$ cat src/rtl/seg_display_scanner.sv
// seg_display_scanner
// Multiplexed 7-segment display driver with a built-in BCD event counter.
// Counts rising edges of tact_count, scans NUM_DIGITS digits one slot at a
// time and overlays status glyphs: stop (all 8s) beats the blinking turn
// indicators, which beat the counter value.
//
// Ports:
//   clock          system clock
//   reset_n        asynchronous active-low reset
//   tact_count     async level, every rising edge increments the counter
//   clear_count    synchronous counter clear, active-high
//   stop           async level, stop status
//   semnal_stanga  async level, left turn indicator
//   semnal_dreapta async level, right turn indicator
//   digit_en       one-hot digit select, bit 0 = leftmost digit
//   seg            segments {a,b,c,d,e,f,g}, polarity set by SEG_ACTIVE_LOW
//   count_wrap     one-cycle pulse when the counter rolls over from all 9s
module seg_display_scanner #(
  parameter int NUM_DIGITS     = 4,
  parameter int CNT_DIGITS     = 2,
  parameter int SCAN_DIV       = 50000,
  parameter int BLINK_DIV      = 12500000,
  parameter bit SEG_ACTIVE_LOW = 1'b1
) (
  input  logic                  clock,
  input  logic                  reset_n,
  input  logic                  tact_count,
  input  logic                  clear_count,
  input  logic                  stop,
  input  logic                  semnal_stanga,
  input  logic                  semnal_dreapta,
  output logic [NUM_DIGITS-1:0] digit_en,
  output logic [6:0]            seg,
  output logic                  count_wrap
);

  localparam int IDX_W   = $clog2(NUM_DIGITS);
  localparam int SCAN_W  = $clog2(SCAN_DIV);
  localparam int BLINK_W = $clog2(BLINK_DIV);

  localparam logic [IDX_W-1:0]   IDX_LAST   = IDX_W'(NUM_DIGITS - 1);
  localparam logic [SCAN_W-1:0]  SCAN_LAST  = SCAN_W'(SCAN_DIV - 1);
  localparam logic [BLINK_W-1:0] BLINK_LAST = BLINK_W'(BLINK_DIV - 1);

  // Glyphs are kept active-high; polarity is applied only at the output register.
  localparam logic [6:0] GLYPH_EIGHT = 7'b1111111;
  localparam logic [6:0] GLYPH_DASH  = 7'b0000001;
  localparam logic [6:0] GLYPH_LEFT  = 7'b1001111;
  localparam logic [6:0] GLYPH_RIGHT = 7'b1111001;
  localparam logic [6:0] GLYPH_BLANK = 7'b0000000;
  localparam logic [6:0] SEG_POL     = {7{SEG_ACTIVE_LOW}};

  // Synchroniser bit order: {semnal_dreapta, semnal_stanga, stop, tact_count}
  logic [3:0] sync1;
  logic [3:0] sync2;
  logic       tact_prev;
  logic       tact_edge;
  logic       stop_s;
  logic       stanga_s;
  logic       dreapta_s;
  logic       turn_active;

  logic [3:0] bcd_q    [CNT_DIGITS];
  logic [3:0] bcd_next [CNT_DIGITS];
  logic       wrap_next;

  logic [SCAN_W-1:0]  prescaler;
  logic               scan_tick;
  logic [IDX_W-1:0]   scan_idx;
  logic [BLINK_W-1:0] blink_cnt;
  logic               blink_visible;

  logic [6:0]         slot_glyph;
  logic [3:0]         count_digit;
  logic               count_shown;

  function automatic logic [6:0] bcd_to_glyph(input logic [3:0] d);
    case (d)
      4'd0:    return 7'b1111110;
      4'd1:    return 7'b0110000;
      4'd2:    return 7'b1101101;
      4'd3:    return 7'b1111001;
      4'd4:    return 7'b0110011;
      4'd5:    return 7'b1011011;
      4'd6:    return 7'b1011111;
      4'd7:    return 7'b1110000;
      4'd8:    return 7'b1111111;
      4'd9:    return 7'b1111011;
      default: return GLYPH_BLANK;
    endcase
  endfunction

  // Two-flop synchronisers for all asynchronous level inputs, plus the
  // delayed copy of tact_count used to find its rising edge.
  always_ff @(posedge clock or negedge reset_n) begin
    if (!reset_n) begin
      sync1     <= '0;
      sync2     <= '0;
      tact_prev <= 1'b0;
    end else begin
      sync1     <= {semnal_dreapta, semnal_stanga, stop, tact_count};
      sync2     <= sync1;
      tact_prev <= sync2[0];
    end
  end

  assign tact_edge   = sync2[0] & ~tact_prev;
  assign stop_s      = sync2[1];
  assign stanga_s    = sync2[2];
  assign dreapta_s   = sync2[3];
  assign turn_active = stanga_s | dreapta_s;

  // BCD increment with ripple carry through all decades in one cycle.
  // The rollover flag is only meaningful when every decade currently holds 9.
  always_comb begin : bcd_increment
    logic carry;
    logic all_nines;
    carry     = tact_edge;
    all_nines = 1'b1;
    for (int i = 0; i < CNT_DIGITS; i++) begin
      bcd_next[i] = bcd_q[i];
      if (bcd_q[i] != 4'd9) all_nines = 1'b0;
      if (carry) begin
        if (bcd_q[i] == 4'd9) begin
          bcd_next[i] = 4'd0;
        end else begin
          bcd_next[i] = bcd_q[i] + 4'd1;
          carry       = 1'b0;
        end
      end
    end
    wrap_next = tact_edge & all_nines;
  end

  // Counter register; a clear takes priority and also suppresses the wrap pulse.
  always_ff @(posedge clock or negedge reset_n) begin
    if (!reset_n) begin
      for (int i = 0; i < CNT_DIGITS; i++) bcd_q[i] <= 4'd0;
      count_wrap <= 1'b0;
    end else if (clear_count) begin
      for (int i = 0; i < CNT_DIGITS; i++) bcd_q[i] <= 4'd0;
      count_wrap <= 1'b0;
    end else begin
      bcd_q      <= bcd_next;
      count_wrap <= wrap_next;
    end
  end

  // Blink timer only runs while a turn indicator is on, so each new
  // indication starts with a full visible half-period.
  always_ff @(posedge clock or negedge reset_n) begin
    if (!reset_n) begin
      blink_cnt     <= '0;
      blink_visible <= 1'b1;
    end else if (!turn_active) begin
      blink_cnt     <= '0;
      blink_visible <= 1'b1;
    end else if (blink_cnt == BLINK_LAST) begin
      blink_cnt     <= '0;
      blink_visible <= ~blink_visible;
    end else begin
      blink_cnt     <= blink_cnt + 1'b1;
    end
  end

  // Content for the slot about to be driven, chosen by overlay priority.
  // Counter decades are right-aligned: decade 0 lands on the rightmost digit.
  always_comb begin
    count_digit = 4'd0;
    count_shown = 1'b0;
    for (int i = 0; i < CNT_DIGITS; i++) begin
      if (scan_idx == IDX_W'(NUM_DIGITS - 1 - i)) begin
        count_digit = bcd_q[i];
        count_shown = 1'b1;
      end
    end

    slot_glyph = GLYPH_BLANK;
    if (stop_s) begin
      slot_glyph = GLYPH_EIGHT;
    end else if (turn_active) begin
      slot_glyph = GLYPH_DASH;
      if (scan_idx == '0 && stanga_s && blink_visible)
        slot_glyph = GLYPH_LEFT;
      if (scan_idx == IDX_LAST && dreapta_s && blink_visible)
        slot_glyph = GLYPH_RIGHT;
    end else if (count_shown) begin
      slot_glyph = bcd_to_glyph(count_digit);
    end
  end

  assign scan_tick = (prescaler == SCAN_LAST);

  // Scan engine: digit select and segments are loaded on the same tick so a
  // digit never shows its neighbour's pattern.
  always_ff @(posedge clock or negedge reset_n) begin
    if (!reset_n) begin
      prescaler <= '0;
      scan_idx  <= '0;
      digit_en  <= '0;
      seg       <= SEG_POL;
    end else begin
      prescaler <= scan_tick ? '0 : prescaler + 1'b1;
      if (scan_tick) begin
        scan_idx <= (scan_idx == IDX_LAST) ? '0 : scan_idx + 1'b1;
        digit_en <= NUM_DIGITS'(1) << scan_idx;
        seg      <= slot_glyph ^ SEG_POL;
      end
    end
  end

endmodule

$ cat config.mk
export PLATFORM = sky130hd
export DESIGN_NAME = seg_display_scanner
export DESIGN_NICKNAME = d
export VERILOG_FILES = /design/src/rtl/seg_display_scanner.sv
export SDC_FILE = /design/constraint.sdc
export NUM_CORES = 1
export LEC_CHECK = 0
export BUFFER_PORTS_ARGS = -buffer_cell sky130_fd_sc_hd__clkbuf_2
export CAP_MARGIN = 30
export CORE_MARGIN = 1
export CORE_UTILIZATION = 45
export CTS_BUF_LIST = sky130_fd_sc_hd__clkbuf_8
export CTS_CLUSTER_SIZE = 25
export DETAILED_ROUTE_END_ITERATION = 10
export PLACE_DENSITY = 0.69
export SYNTH_ARGS = -nofsm -noshare
export SYNTH_HDL_FRONTEND = slang
export SYNTH_SLANG_ARGS = --single-unit
$ cat constraint.sdc
create_clock -name clock -period 5.4 [get_ports clock]
set_input_delay 1.08 -clock clock [delete_from_list [all_inputs] [get_ports clock]]
set_output_delay 1.08 -clock clock [all_outputs]
set_load 0.01 [all_outputs]
==> results of run 1 <==
==> report_power, final <==
part	total (uW)	switching [uW]	internal, uW
Sequential	571	17.3	554
Clock	512	204	307
Combinational	44.3	27.8	16.4
==> stage by stage <==
stage	hold slack, ns	power, uW	setup slack [ns]
3_3_place_gp	0.335	624	2.91
5_1_grt	0.356	1170	2.71
3_5_place_dp	0.337	625	2.87
6_report	0.352	1130	2.93
4_1_cts	0.355	1140	2.84
2_1_floorplan	0.331	604	3.05
==> Yosys cell counts, drive strengths merged (8+ instances only) <==
master  number
dfrtp       64
nand2       50
nor2        34
o21ai       29
xnor2       19
a21oi       18
inv         17
nand3       17
ha          15
nor3        13
or3         13
nand4        9
clkbuf       8
dfstp        8
xor2         8
==> cell usage in the layout (no fill, tap or decap), drive strengths merged, types with 4 or more instances in the layout <==
cell type   n
a211oi      5
a21oi      18
and3        6
and4        4
clkbuf     26
dfrtp      64
dfstp       8
ha         15
inv        17
nand2      50
nand3      17
nand4       9
nor2       34
nor3       13
o21ai      29
or3        13
or4         6
xnor2      19
xor2        8
==> cell families after synthesis <==
kind of cell / after synthesis / share of synthesized area, %
and+or+nand+nor: 174 / 24.1
AOI/OAI and AO/OA: 73 / 12.0
DFF: 72 / 48.9
buffers and inverters: 30 / 3.21
xor gates and xnor gates: 27 / 6.38
adders and majority gates: 15 / 5.06
muxes: 1 / 0.304
==> per-layer routing <==
metal | GRT usage, % | vias up | wire [um]
met3 | 5.75 | 8 | 268
met4 | 5.26 | 0 | 76
met2 | 29.4 | 47 | 3450
met5 | 0 | - | 0
met1 | 24.9 | 1381 | 3550
li1 | - | 1431 | -
==> worst max-delay path, cell delays in order (launching register included) <==
cell and delay, ns:
sky130_fd_sc_hd__dfrtp_1 0.42, sky130_fd_sc_hd__inv_1 0.10, sky130_fd_sc_hd__ha_1 0.56, sky130_fd_sc_hd__o21a_1 0.31, sky130_fd_sc_hd__inv_1 0.09, sky130_fd_sc_hd__ha_1 0.21
sky130_fd_sc_hd__a221o_1 0.31, sky130_fd_sc_hd__a211oi_1 0.25, sky130_fd_sc_hd__o21ai_0 0.13
==> registers in the layout (all words and copies together), names as in the netlist <==
signal	flops
blink_visible	1
sync1	4
sync2	4
digit_en	4
bcd_q	8
prescaler	16
scan_idx	2
seg	7
blink_cnt	24
tact_prev	1
count_wrap	1
==> path summary, 6_finish.rpt <==
| path | slack, ns | depth (start not counted) | to |
|---|---|---|---|
| min reg2reg | 0.35 | 0 | sync2[0] |
| max reg2reg | 2.93 | 8 | seg[0] |
| max | 2.93 | 8 | seg[0] |
| max in group asynchronous | 3.88 | 2 | blink_cnt[14] |
| min | 0.35 | 0 | sync2[0] |
| min in group asynchronous | 0.91 | 2 | digit_en[3] |
==> area by class of cell <==
type,instances,share of cell area (%)
sequential,72,43.8
multi-input combinational,290,42.9
tap,102,3.09
clock buffer,9,3.00
clock inverter,7,2.90
timing repair buffer,20,2.72
inverter,17,1.54
==> impl_results.md, run 1 <==
- Max-slew violations: 0
- Cell type contributing the most total cell area after synthesis: sky130_fd_sc_hd__dfrtp_1
- WS Path Type: reg -> reg
- Die ar.: approximately 0.0086 mm^2
- Period minus WS final: ~2.5 ns
- CTS tree: yes
- Sequential cell area fraction in the yosys report: 48.9%
- Worst reg2reg startpoint: scan_idx[0]
- Share of async-settable or async-resettable flops after synthesis: 100%
- TritonCTS sink count: 72
- Avg Vias per Cell: 5.55
- Cell Area, Synth: 0.00371 mm^2
- Highest net fanout along the worst path: 22
- Placer congestion estimate: just over 0.8
- Ratio of cells with drive above 1 in the final layout: 11.3%
- Mean routed wirelength per cell: 14.2 um
- Hpwl dp: 5.02 mm
- Cell area after placement: 0.00388 mm^2
- Total track usage: a little under a fifth
- Antenna violations before repair: 0
- Antenna diode count: 0
- Top cell type's share of synthesized area: between 40% and 50%
- Post-CTS Hold Fix Bufs: 0
- Max Root-Sink Buffers: 2
- Core Footprint: between 0.007 and 0.008 mm^2
- Maximum vdd ir drop: approximately 0.20 mV
- Vias in the first global route: 2,729
- Wire length of the first global-routing pass: 12.7 mm
- Mean instance size in the synthesized netlist: ~9.5 um^2
- Area taken by multi-input logic gates: around 0.0018 mm^2
- Total global routing overflow: 0
- EDFF count, synth: 0
- IO Port Bufs: 18
- Least-Margin Pin Slew: just under 0.9 ns
- Total clock buffers created by CTS: 9
- Ratio of total power to cell area: around 270 mW/mm^2
- Post-cts sizing count: 0
- Vert. Die Dim: a little over 90 um
- DRC viols: 0
- Htree depth: 3
- Core occupancy in the finished layout: between 50% and 60%
- Largest net degree at the start of global routing: 73
- Worst Hold Launch: sync1[0]
- Syn-to-layout area delta: 11.6%
- Synth warnings: 0
- Post-route cell area: ~0.0041 mm^2
- Clk pin slew, worst setup/hold paths: 0.08 ns
- Clock Latency Late Sink: 0.35 ns
- Arrival time at the worst endpoint: about 2.7 ns
- Library cell used as clock root buffer: sky130_fd_sc_hd__clkbuf_8
- Syn nets: slightly above 400
- Violation count after the first detailed-route iteration: 161
- Starting utilization of the core area: between 40% and 50%
- Setup repair after global routing missed its margin: false
- Cell types occupying the most area after synthesis: sky130_fd_sc_hd__dfrtp_1, sky130_fd_sc_hd__dfstp_2, sky130_fd_sc_hd__ha_1
- Count of mapped cells out of synthesis: a little under 400
- Post-route setup TNS: 0 ns
- I/O pins: 19
- Register bit total from synthesis: 72
- Tightest slew margin relative to the limit: a little over 40%
- Share of the clock period used by the worst path: 45.7%
- Remaining antenna violation count after routing: 0
- Final cell count without fillers: about 520
- Synth Flop Type: sky130_fd_sc_hd__dfrtp_1
- Routed vias: around 2,900
- HP Class: reg -> reg
- Number of placement rows: 32
- Final nets: about 430
- Count of filler cells inserted in the layout: about 740
- Placed cells: 500
- Status: finished clean
- Count of cell types in the netlist: between 40 and 50
- Post-CTS repair timing setup buffer count: 0
- Max-Cap Viols: 0
- Max Fclk: just over 400 MHz
- WL final: roughly 7.4 mm
- P_leak: about 0.0017 uW
- Final Setup Violations: 0
- Detailed-routing iteration count for the pre-antenna-repair pass: 4
- Sequential cell area: 0.00181 mm^2
- Endpoint required time on the critical path: approximately 5.7 ns
- Startpoint type of the worst setup path: flop
- Critical Path End Type: flop
- Final hold violations: 0
- Launch point of the critical path: scan_idx[0]
- Horizontal die dimension: 92.8 um
- Clock tree skew after final layout: approximately 0.0094 ns
No activity file was read; power rests on OpenSTA's default activity.
==> run 2, diff against run 1 <==
--- a/config.mk
+++ b/config.mk
@@ -12,7 +12,7 @@
 export CTS_BUF_LIST = sky130_fd_sc_hd__clkbuf_8
 export CTS_CLUSTER_SIZE = 25
 export DETAILED_ROUTE_END_ITERATION = 10
-export PLACE_DENSITY = 0.69
+export PLACE_DENSITY = 0.71
 export SYNTH_ARGS = -nofsm -noshare
 export SYNTH_HDL_FRONTEND = slang
 export SYNTH_SLANG_ARGS = --single-unit
==> constraint.sdc (replaced) <==
create_clock -name clock -period 2.1 [get_ports clock]
set_input_delay 0.42 -clock clock [delete_from_list [all_inputs] [get_ports clock]]
set_output_delay 0.42 -clock clock [all_outputs]
set_load 0.01 [all_outputs]
==> impl_results.md, run 2 (synthesis gave the netlist of run 1 again) <==
- Worst path bufs/invs: 0
- Starting utilization of the core area: a little under half
- Hpwl dp: between 5 and 6 mm
- CTS tree: yes
- Leading cell type in the layout, fill and taps excluded: sky130_fd_sc_hd__dfrtp_1
- Post-CTS repair timing setup buffer count: 0
- Cell Int Power: around 1900 uW
- Switching power share of the total: roughly a quarter
- Total global routing overflow: 0
- Startpoint type of the worst setup path: flop
- Max Fclk: between 400 and 500 MHz
- Least-Margin Pin Slew: 0.462 ns
- Htree depth: 3
- Placer congestion estimate: ~0.8
- Remaining antenna violation count after routing: 0
- Routed vias: around 3,000
- Maximum vdd ir drop: 0.606 mV
- IO Port Bufs: 18
- Flip-flop count of the largest register after layout: 24
- Endpoint required time on the critical path: 2.36 ns
- Switching power summed over all nets: 651 uW
- Final nets: 447
- Final hold violations: 0
- DRC viols: 0
- Seq pwr share: a little under three fifths
- Core occupancy in the finished layout: 53.8%
- Total clock buffers created by CTS: 9
- Vias in the first global route: between 2,000 and 3,000
- TritonCTS sink count: 72
- Register containing the most flip-flops in the final layout: blink_cnt
- Library cell used as clock root buffer: sky130_fd_sc_hd__clkbuf_8
- Total track usage: 18.5%
- Highest net fanout along the worst path: 6
- Biggest regs: blink_cnt: 24 flops, prescaler: 16 flops, bcd_q: 8 flops
- Share of power burned in combinational logic: approximately 4.9%
- P_leak: 0.00178 uW
- Max-slew violations: 0
- HP Class: in -> async
- Horizontal die dimension: just over 90 um
- WL final: 7.36 mm
- Number of placement rows: 32
- Antenna violations before repair: 0
- Violation count after the first detailed-route iteration: around 120
- Wire length of the first global-routing pass: roughly 13 mm
- Max Root-Sink Buffers: 2
- Crit-path leading delay family: simple AND/OR/NAND/NOR gates
- Max-Cap Viols: 0
- Period minus WS final: around 2.0 ns
- Clock Latency Late Sink: roughly 0.34 ns
- Ratio of total power to cell area: between 600 and 700 mW/mm^2
- Final Setup Violations: 0
- Antenna diode count: 0
- Relative contribution of the clock network to total power: 38.4%
- Status: finished clean
- Detailed-routing iteration count for the pre-antenna-repair pass: 4
- Mean routed wirelength per cell: ~14 um
- Clock tree skew after final layout: between 0.01 and 0.015 ns
- Core Footprint: just under 0.008 mm^2
- Slack of the critical path: 0.0724 ns
- Placed cells: between 500 and 600
- Cells traversed along the worst timing path: ha_2 -> nand4_2 -> or4_4 -> o21a_1 -> or3_1
- Post-route setup TNS: 0 ns
- Avg Vias per Cell: 5.56
- Arrival time at the worst endpoint: around 2.3 ns
- Vert. Die Dim: 92.8 um
- Placement-stage worst setup slack: between 0.04 and 0.05 ns
- Die ar.: roughly 0.0086 mm^2
- Tightest slew margin relative to the limit: approximately 70%
- Post-route cell area: between 0.004 and 0.005 mm^2
- Highest-count cells in the layout ignoring fill and taps: sky130_fd_sc_hd__dfrtp_1, sky130_fd_sc_hd__nand2_1, sky130_fd_sc_hd__nor2_1, sky130_fd_sc_hd__o21ai_0, sky130_fd_sc_hd__xnor2_1
- Share of the clock period used by the worst path: between 90% and 100%
- Critical path's largest stage delay: roughly 0.6 ns
- Final cell count without fillers: 532
- Ratio of cells with drive above 1 in the final layout: between 15 and 20%
- Critical Path End Type: flop
- Syn-to-layout area delta: 13.8%
- Clk pin slew, worst setup/hold paths: about 0.09 ns
- WS Path Type: reg -> reg
- Largest net degree at the start of global routing: 73
- I/O pins: 19
- Cell at the slowest stage of the critical path: sky130_fd_sc_hd__or4_4
- Cell area after placement: around 0.004 mm^2
run 2: cell types whose count changed in the layout (fill, tap and decap cells not counted), moves of 2 or more:
cell,before,now
sky130_fd_sc_hd__buf_4,1,16
sky130_fd_sc_hd__or4_1,6,2
sky130_fd_sc_hd__or4_4,0,4
sky130_fd_sc_hd__bufinv_16,3,0
sky130_fd_sc_hd__ha_1,15,13
run 2: power by group through the flow:
stage                     sequential (uW)  clock (uW)  combinational [uW]
final                                1470         994                 127
after global routing                 1470        1080                 152
after CTS                            1470        1030                 129
after detailed placement             1490           0                 127
after global placement               1490           0                 124
after floorplan                      1490           0                66.7
run 2: what timing repair did:
action                                  in CTS  in global routing
endpoints found under the setup margin       0                 22
resized for setup                            0                  6
hold buffers                                 0                  0
run 2: worst register-to-register path, delay by kind of cell, from the launching register on:
family	cells	cell delay, ns
compound gates	1	0.20
fa+ha+maj	1	0.23
flops	1	0.39
simple gates	3	1.15
run 2: stage by stage:
step                total power (uW)  hold slack, ns
finish                          2590          0.0993
global route                    2700           0.130
CTS                             2630          0.0997
detailed placement              1620           0.339
global placement                1610           0.338
floorplan                       1550           0.124
run 2: area by class of cell:
| type | count | area, um^2 |
|---|---|---|
| fillers | 713 | 3630 |
| well taps | 102 | 128 |
| inverters | 17 | 63.8 |
| clock buffers | 10 | 138 |
| clock inverters | 6 | 42.5 |
| repair buffers | 35 | 230 |
| flip-flops and latches | 72 | 1810 |
| multi-input cells | 290 | 1810 |
run 2: routing by layer:
layer / vias up / GRT usage [%] / share of wire, %
met4: 0 / 6.03 / 1.6
met1: 1437 / 23.8 / 47
met2: 54 / 30.2 / 47
met5: - / 0 / 0
li1: 1456 / - / -
met3: 11 / 5.25 / 3.9
run 2: worst paths after layout:
kind                         startpoint            end  slack, ns  cells after the start
hold reg to reg                sync1[2]       sync2[2]       0.35                      0
min in group clock                 stop       sync1[1]       0.18                      1
setup / recovery           blink_cnt[1]  blink_visible       0.07                      5
setup reg to reg           blink_cnt[1]  blink_visible       0.07                      5
max in group asynchronous       reset_n  blink_visible       1.67                      2
hold / removal                  reset_n   prescaler[5]        0.1                      2
